**src/rtl/filter_pkg.sv**
```systemverilog
`default_nettype none
// ============================================================================
//  Module   : filter_pkg
//  Brief    : Shared types and constants for the sample sequencer and the
//             combinational difference-equation filter stage.
//  Revision : 1.0  initial release
// ============================================================================
package filter_pkg;

    // Sample width of the filter datapath
    localparam int N_DEFAULT = 10;

    // Unsigned midscale code, which represents zero signal
    localparam logic [N_DEFAULT-1:0] MIDSCALE = N_DEFAULT'(1) << (N_DEFAULT - 1);

    // Filter type encoding, shared with the filter stage
    localparam logic LPF = 1'b0;
    localparam logic HPF = 1'b1;

    // Sequencer states
    typedef enum logic [1:0] {
        IDLE   = 2'd0,
        SETTLE = 2'd1,
        OUTPUT = 2'd2
    } state_t;

    // Packed sample history: [0] = x[n], [1] = x[n-1]
    typedef logic [1:0][N_DEFAULT-1:0] sample_pair_t;

endpackage : filter_pkg
`default_nettype wire

```
**src/rtl/sat_counter.sv**
```systemverilog
`default_nettype none
// ============================================================================
//  Module   : sat_counter
//  Brief    : Up-counter that saturates at all-ones, with synchronous clear.
//             A clear coincident with an increment yields a count of one.
//  Revision : 1.0  initial release
// ============================================================================
module sat_counter #(
    parameter int W = 8
) (
    input  logic         clk,
    input  logic         rst_n,
    input  logic         clr,
    input  logic         inc,
    output logic [W-1:0] count
);

    // Count events, clamp at the top, clear wins over history but not over
    // an event arriving in the same cycle
    always_ff @(posedge clk or negedge rst_n) begin
        if (!rst_n) begin
            count <= '0;
        end else if (clr) begin
            count <= inc ? W'(1) : '0;
        end else if (inc && (count != {W{1'b1}})) begin
            count <= count + W'(1);
        end
    end

endmodule : sat_counter
`default_nettype wire

```
**src/rtl/filter_sample_ctrl.sv**
```systemverilog
`default_nettype none
// ============================================================================
//  Module   : filter_sample_ctrl
//  Brief    : Sample-rate sequencer in front of the combinational filter.
//             Accepts ADC samples, holds x[n], x[n-1], y[n-1], frequency and
//             type stable while the filter settles, captures the result as
//             feedback and hands it to the DAC over valid/ready.
//  Revision : 1.0  initial release
// ============================================================================
module filter_sample_ctrl
    import filter_pkg::*;
#(
    parameter int          N             = 10,
    parameter int          SETTLE_CYCLES = 4,      // legal range 1..15
    parameter logic [15:0] F_RESET       = 16'd1000
) (
    input  logic                clk,
    input  logic                reset_n,
    input  logic [N-1:0]        adc_data,
    input  logic                adc_valid,
    input  logic [15:0]         f_in,
    input  logic                type_in,
    input  logic                clr_overrun,
    output logic [1:0][N-1:0]   x_out,
    output logic [N-1:0]        y_prev,
    output logic [15:0]         f_out,
    output logic                filt_type_out,
    input  logic [N-1:0]        filt_result,
    output logic [N-1:0]        dac_data,
    output logic                dac_valid,
    input  logic                dac_ready,
    output logic                overrun,
    output logic [7:0]          drop_count
);

    // Midscale code for this instance's width (zero signal level)
    localparam logic [N-1:0] MID         = {1'b1, {(N-1){1'b0}}};
    // Counter preload so capture lands SETTLE_CYCLES edges after accept
    localparam logic [3:0]   SETTLE_LOAD = 4'(SETTLE_CYCLES - 1);

    state_t     state;
    logic [3:0] cnt;
    logic       drop;

    // Any strobe outside IDLE is a sample the filter cannot take
    assign drop = adc_valid && (state != IDLE);

    // Sequencer: filter inputs move only on the accept or capture edge
    always_ff @(posedge clk or negedge reset_n) begin
        if (!reset_n) begin
            state         <= IDLE;
            cnt           <= '0;
            x_out[0]      <= MID;
            x_out[1]      <= MID;
            y_prev        <= MID;
            f_out         <= F_RESET;
            filt_type_out <= LPF;
            dac_data      <= MID;
            dac_valid     <= 1'b0;
            overrun       <= 1'b0;
        end else begin
            if (drop) begin
                overrun <= 1'b1;
            end else if (clr_overrun) begin
                overrun <= 1'b0;
            end

            case (state)
                IDLE: begin
                    if (adc_valid) begin
                        x_out[0]      <= adc_data;
                        // A type change invalidates the old history
                        if (type_in != filt_type_out) begin
                            x_out[1] <= MID;
                            y_prev   <= MID;
                        end else begin
                            x_out[1] <= x_out[0];
                        end
                        f_out         <= f_in;
                        filt_type_out <= type_in;
                        cnt           <= SETTLE_LOAD;
                        state         <= SETTLE;
                    end
                end

                SETTLE: begin
                    if (cnt == 4'd0) begin
                        y_prev    <= filt_result;
                        dac_data  <= filt_result;
                        dac_valid <= 1'b1;
                        state     <= OUTPUT;
                    end else begin
                        cnt <= cnt - 4'd1;
                    end
                end

                OUTPUT: begin
                    if (dac_ready) begin
                        dac_valid <= 1'b0;
                        state     <= IDLE;
                    end
                end

                default: begin
                    state <= IDLE;
                end
            endcase
        end
    end

    sat_counter #(
        .W (8)
    ) u_drop_cnt (
        .clk   (clk),
        .rst_n (reset_n),
        .clr   (clr_overrun),
        .inc   (drop),
        .count (drop_count)
    );

endmodule : filter_sample_ctrl
`default_nettype wire

```
**config.mk**
```make
export PLATFORM = sky130hd
export DESIGN_NAME = filter_sample_ctrl
export DESIGN_NICKNAME = d
export VERILOG_FILES = /design/src/rtl/filter_pkg.sv /design/src/rtl/sat_counter.sv /design/src/rtl/filter_sample_ctrl.sv
export SDC_FILE = /design/constraint.sdc
export NUM_CORES = 1
export LEC_CHECK = 0
export ABC_AREA = 1
export ABC_CLOCK_PERIOD_IN_PS = 2900
export CAP_MARGIN = 20
export CORE_ASPECT_RATIO = 1.5
export CORE_MARGIN = 10
export CORE_UTILIZATION = 45
export CTS_BUF_LIST = sky130_fd_sc_hd__clkbuf_4 sky130_fd_sc_hd__clkbuf_8
export CTS_CLUSTER_DIAMETER = 200
export DETAILED_ROUTE_END_ITERATION = 6
export PLACE_DENSITY = 0.8
export RECOVER_POWER = 50
export SYNTH_ARGS = -nofsm -noshare
export SYNTH_HDL_FRONTEND = slang
export SYNTH_SLANG_ARGS = --single-unit
```
**constraint.sdc**
```tcl
create_clock -name clk -period 2.9 [get_ports clk]
set_input_delay 0.29 -clock clk [delete_from_list [all_inputs] [get_ports clk]]
set_output_delay 0.29 -clock clk [all_outputs]
set_load 0.03 [all_outputs]
```
==> results.toml, run 1 <==
[final_layout]
drive_gt1_share_pct = 8.19
post_layout_nonfiller_instances = 540
multiInputGateArea_sq_um = 1060
antenna_cells = 0
final-seq-area_sq_um = 1840
area_growth_pct = 43.1
nNetsFinal = 504
post-route-util_pct = 66.5
fillCellCount = 544

[sta]
worst_pin_slew_ns = 1.76
rsz0062_at_grt = "no"
min_period_ns = 2.12
setup_violations = 0
period_share_pct = 73.0
fin_tns_setup_ns = 0
hold_viol = 0
drv_slew = 74
slew_headroom_pct = -17.1
fmax_mhz = 472
finClkSkew_ns = 0.0109

[synth]
synth-async-reset-ratio_pct = 100
synth.top_cells.by_area = "dfrtp_1 (52%), nand2_1 (23%), dfstp_2 (8.6%)"
yosysTopAreaCell = "dfrtp_1"
synth_top_family_by_area = "simple AND/OR/NAND/NOR gates"
yosys.area_share.simple_pct = 30.3
synth-seq-cells = 73
synthAdderAreaFrac_pct = 1.23
ys_types = 28
ys_warn_count = 0
ys.flop_type = "dfrtp_1"
synth_nets = 393
synthXorXnorAreaFrac_pct = 1.11
syn-cell-area_sq_um = 3060
avgSynthCellArea_sq_um = 8.78
ys_seq_area_share_pct = 60.2
synthMuxAreaShare_pct = 0
yosysMostFrequentCell = "nand2_1"
synth_compound_gate_area_share_pct = 3.19
netlist_instances = 348
synth_edf_count = 0
synth_commonest_cells = "nand2_1 (190), dfrtp_1 (63), nor2_1 (19), inv_1 (13), dfstp_2 (10)"
yosys.area.top_type_share_pct = 51.6

[clock_network]
ctsHoldBuffers = 0
cts-root-buf = "clkbuf_8"
htreeDepth = 3
clk_latency_ns = 0.35
cts_buffer_depth = 2
post_cts_resized = 0
post-cts-setup-buffers = 0
cts_buffers = 9
clkSinkCount = 73
cts_tree = "done"
path_clk_slew_ns = 0.08

[die]
start_util_pct = 46.5
die-area_sq_um = 10600
rows = 36
fp.coreArea_sq_um = 6580
die_x_um = 87.3
die_h_um = 121
io_pins = 109

[placement]
io_buffers = 108
dpl.hpwl_mm = 5.89
dp.cells = 524
gp_congestion = 0.795

[power]
power_density_nw_per_um2 = 1180
vdd.ir_drop.worst_mv = 0.714
leakage_nw = 2.19

[route]
final_antenna_net_count = 0
wl_mm = 7.90
dr.pass1.iters = 4
drt_iter0_drc = 118
wl_per_cell_um = 14.6
drc = 0
vias = 2562
via_per_inst = 4.74

[critical_path]
crit_required_ns = 3.14
crit_path_end_kind = "register"
crit_type = "reg -> reg"
start_kind = "register"
cp_max_fo = 12
r2r_setup_slack_ns = 0.78
arrival_ns = 2.36

[status]
status = "finished, violations left"
violations = "max-capacitance violations, max-slew violations"

[global_route]
grt_usage_pct = 15.5
antenna_found_initial = 0
first_global_vias = 2658
grt_pass1_wl_mm = 13.1
grt.overflow.total = 0
grt_start_max_net_pins = 74

[worst_hold_path]
hold_class = "in -> async"

[run]
cap_violations = 1
## registers in the layout (all words and copies together), names as in the netlist
signal and count:
x_out 20, f_out 16, dac_data 10, y_prev 10, u_drop_cnt.count 8, cnt 4, state 2, dac_valid 1
filt_type_out 1, overrun 1
## critical path, stage by stage, from the launching register on
cell     delay (ns)
dfrtp_1        0.38
inv_1          0.10
ha_1           0.18
nand2_1        0.07
nor2_1         0.60
inv_1          0.40
nor2_1         0.23
a21oi_1        0.06
## power by group
group          leakage [nW]  switching [W]  total (W)  internal (W)
Combinational          1.17        0.00156    0.00252      0.000952
Clock                 0.118       0.000362   0.000899      0.000536
Sequential            0.907       0.000270    0.00176       0.00149
Total                  2.19        0.00220    0.00517       0.00298
## path summary, 6_finish.rpt
check	start	end	cells after the start
max in group asynchronous	reset_n	u_drop_cnt.count[1]	1
worst min register to register	f_out[5]	f_out[5]	2
worst max-delay path	cnt[0]	y_prev[9]	7
worst max register to register	cnt[0]	y_prev[9]	7
worst min-delay path	reset_n	f_out[4]	1
min in group clk	f_in[7]	f_out[7]	3
## cells by family (layout without fill, tap and decap cells)
kind of cell / after synthesis / count (layout)
buffers and inverters: 27 / 143
adders and majority gates: 3 / 3
AOI/OAI and AO/OA: 15 / 15
DFF: 73 / 73
xor gates and xnor gates: 3 / 3
and+or+nand+nor: 227 / 227
## metrics by stage
stage          worst slack (ns)  hold WS, ns  area, sq um  power, W
6_report                  0.782        0.399         4370   0.00517
5_1_grt                   0.534        0.454         4370   0.00551
4_1_cts                    1.03        0.103         4410   0.00529
3_5_place_dp              0.841        0.455         4190   0.00437
3_3_place_gp              0.893        0.449         4190   0.00431
2_1_floorplan              1.47     -0.00559         3060   0.00328
## layout by cell type, fill, tap and decap left out
cell type / instances
nand2_1: 192
clkdlybuf4s50_1: 106
dfrtp_1: 63
nor2_1: 20
inv_1: 15
clkbuf_8: 10
dfstp_2: 10
a21oi_1: 7
nand3_1: 6
o21ai_0: 4
nand2_2: 3
ha_1: 3
clkbuf_4: 3
inv_2: 2
nor2_4: 2
xor2_1: 2
nand4_1: 2
bufinv_16: 2
nor2_8: 1
inv_4: 1
xor2_2: 1
a22oi_1: 1
clkinvlp_2: 1
o21bai_1: 1
o2111ai_1: 1
nor3_1: 1
o31ai_1: 1
clkinv_2: 1
dlygate4sd3_1: 1
clkbuf_2: 1
## per-layer routing
layer / vias up / routed length, um / track usage [%]
met5: - / 0 / 0
met4: 0 / 187 / 7.50
met3: 12 / 645 / 5.91
met2: 68 / 4170 / 25.7
met1: 1203 / 2900 / 16.7
li1: 1279 / - / -
## area by class of cell
class                      instances  share of cell area (%)
sequential                        73                    42.1
timing repair buffer             108                    24.6
multi-input combinational        248                    24.3
clock buffer                      13                    3.66
tap                               76                    2.17
inverter                          19                    1.72
clock inverter                     3                    1.49
Note: power is estimated with default switching activity, not from simulation.
==> inputs of run 2 (changes only) <==
Settings changed: ABC_CLOCK_PERIOD_IN_PS 2900 to 2100.
Clock period 2.9 ns to 2.1 ns, I/O delays scaled along.
==> results.toml, run 2 (synthesis gave the netlist of run 1 again) <==
[placement]
gp_congestion = 0.774
io_buffers = 108
dp.cells = 525
dpl.hpwl_mm = 5.85

[power]
power_frac_seq_pct = 33.3
combPwrFrac_pct = 48.5
p_total_w = 0.00729
power_frac_clock_pct = 18.1
p_sw_w = 0.00308
power_density_nw_per_um2 = 1650
p_int_w = 0.00421
vdd.ir_drop.worst_mv = 0.931
leakage_nw = 2.21
p_sw_share_pct = 42.3

[run]
cap_violations = 1

[final_layout]
antenna_cells = 0
area_growth_pct = 44.7
drive_gt1_share_pct = 9.25
post_layout_nonfiller_instances = 541
nNetsFinal = 505
top_register = "x_out"
layout_commonest_cell = "nand2_1"
reg_top3 = "x_out x20, f_out x16"
largest_reg_flops = 20
most-common-layout-cells = "nand2_1 (191), clkdlybuf4s50_1 (107), dfrtp_1 (63), nor2_1 (19), inv_1 (14)"

[clock_network]
htreeDepth = 3
post-cts-setup-buffers = 0
clk_latency_ns = 0.34
cts_buffer_depth = 2
cts-root-buf = "clkbuf_8"
post_cts_resized = 0
cts_buffers = 9
ctsHoldBuffers = 0
cts_tree = "done"
clkSinkCount = 73
path_clk_slew_ns = 0.08

[global_route]
grt.busiest_layer = "met2"
antenna_found_initial = 0
grt.overflow.total = 0
grt_pass1_wl_mm = 12.9
gr-usage-met3_pct = 5.85
grt_start_max_net_pins = 74
grtUsageMet1_pct = 16.4
grt_usage_pct = 15.0
met2_usage_pct = 25.7
first_global_vias = 2656

[die]
io_pins = 109
die_x_um = 87.3
die_h_um = 121
start_util_pct = 46.5
rows = 36
fp.coreArea_sq_um = 6580
die-area_sq_um = 10600

[critical_path]
crit_type = "reg -> out"
crit_path_end_kind = "output port"
reg2reg_depth = 7
rr_startpoint = "state[1]"
critical-path-max-stage-delay_ns = 0.68
arrival_ns = 1.55
cp_cell_sequence = "clkdlybuf4s50_1"
slowest_stage = "clkdlybuf4s50_1"
cp_max_fo = 2
r2r-end = "x_out[16]"
crit_required_ns = 1.89
start_kind = "register"
path_delay_family = "buffers and inverters"
r2r_setup_slack_ns = 0.47
path_buf_inv = 1

[sta]
fin_tns_setup_ns = 0
hold_viol = 0
fmax_mhz = 567
finClkSkew_ns = 0.0142
drv_slew = 74
worst_pin_slew_ns = 1.80
rsz0062_at_grt = "no"
slew_headroom_pct = -19.7
setup_violations = 0
min_period_ns = 1.76
period_share_pct = 84.0

[route]
final_antenna_net_count = 0
drc = 0
wl_mm = 7.92
vias = 2583
via_per_inst = 4.77
drt_iter0_drc = 126
wl_per_cell_um = 14.6
dr.pass1.iters = 4

[worst_hold_path]
hold_class = "in -> async"

[status]
status = "finished, violations left"
violations = "max-capacitance violations, max-slew violations"
==> run 2: power by group through the flow <==
| stage | combinational (W) | clock [W] | sequential [W] |
|---|---|---|---|
| 2_1_floorplan | 0.00105 | 0 | 0.00348 |
| 3_3_place_gp | 0.00354 | 0 | 0.00243 |
| 3_5_place_dp | 0.00361 | 0 | 0.00245 |
| 4_1_cts | 0.00362 | 0.00135 | 0.00243 |
| 5_1_grt | 0.00382 | 0.00141 | 0.00251 |
| 6_report | 0.00354 | 0.00132 | 0.00243 |
==> run 2: layout make-up <==
cell class                 instances  area, sq um
tap                               76         95.1
inverter                          19         76.3
sequential                        73         1840
timing repair buffer             109         1080
multi-input combinational        248         1090
clock buffer                      11          139
fill                             525         2150
clock inverter                     5          104
==> run 2: how the worst max path moves through the flow <==
stage | startpoint | end | cells after the start
finish | f_out[5] | f_out[5] | 1
global route | state[1] | x_out[16] | 7
detailed placement | adc_valid | x_out[16] | 7
CTS | f_out[5] | f_out[5] | 1
global placement | adc_valid | x_out[13] | 7
floorplan | u_drop_cnt.count[1] | u_drop_cnt.count[3] | 9
==> run 2: per-stage QoR <==
stage / hold slack [ns] / setup WS [ns] / utilization (%) / instance area [sq um]
finish: 0.356 / 0.336 / 67.3 / 4420
CTS: 0.0335 / 0.318 / 67.5 / 4440
global placement: 0.398 / 0.515 / 63.8 / 4200
detailed placement: 0.406 / 0.448 / 63.8 / 4200
floorplan: -0.0856 / 0.666 / - / 3060
global route: 0.366 / 0.249 / 67.3 / 4420
==> run 2: metal layers <==
layer  vias up  routed length (um)
li1       1284                   -
met1      1227                3000
met2        64                4220
met3         8                 606
met4         0                  91
met5         -                   0
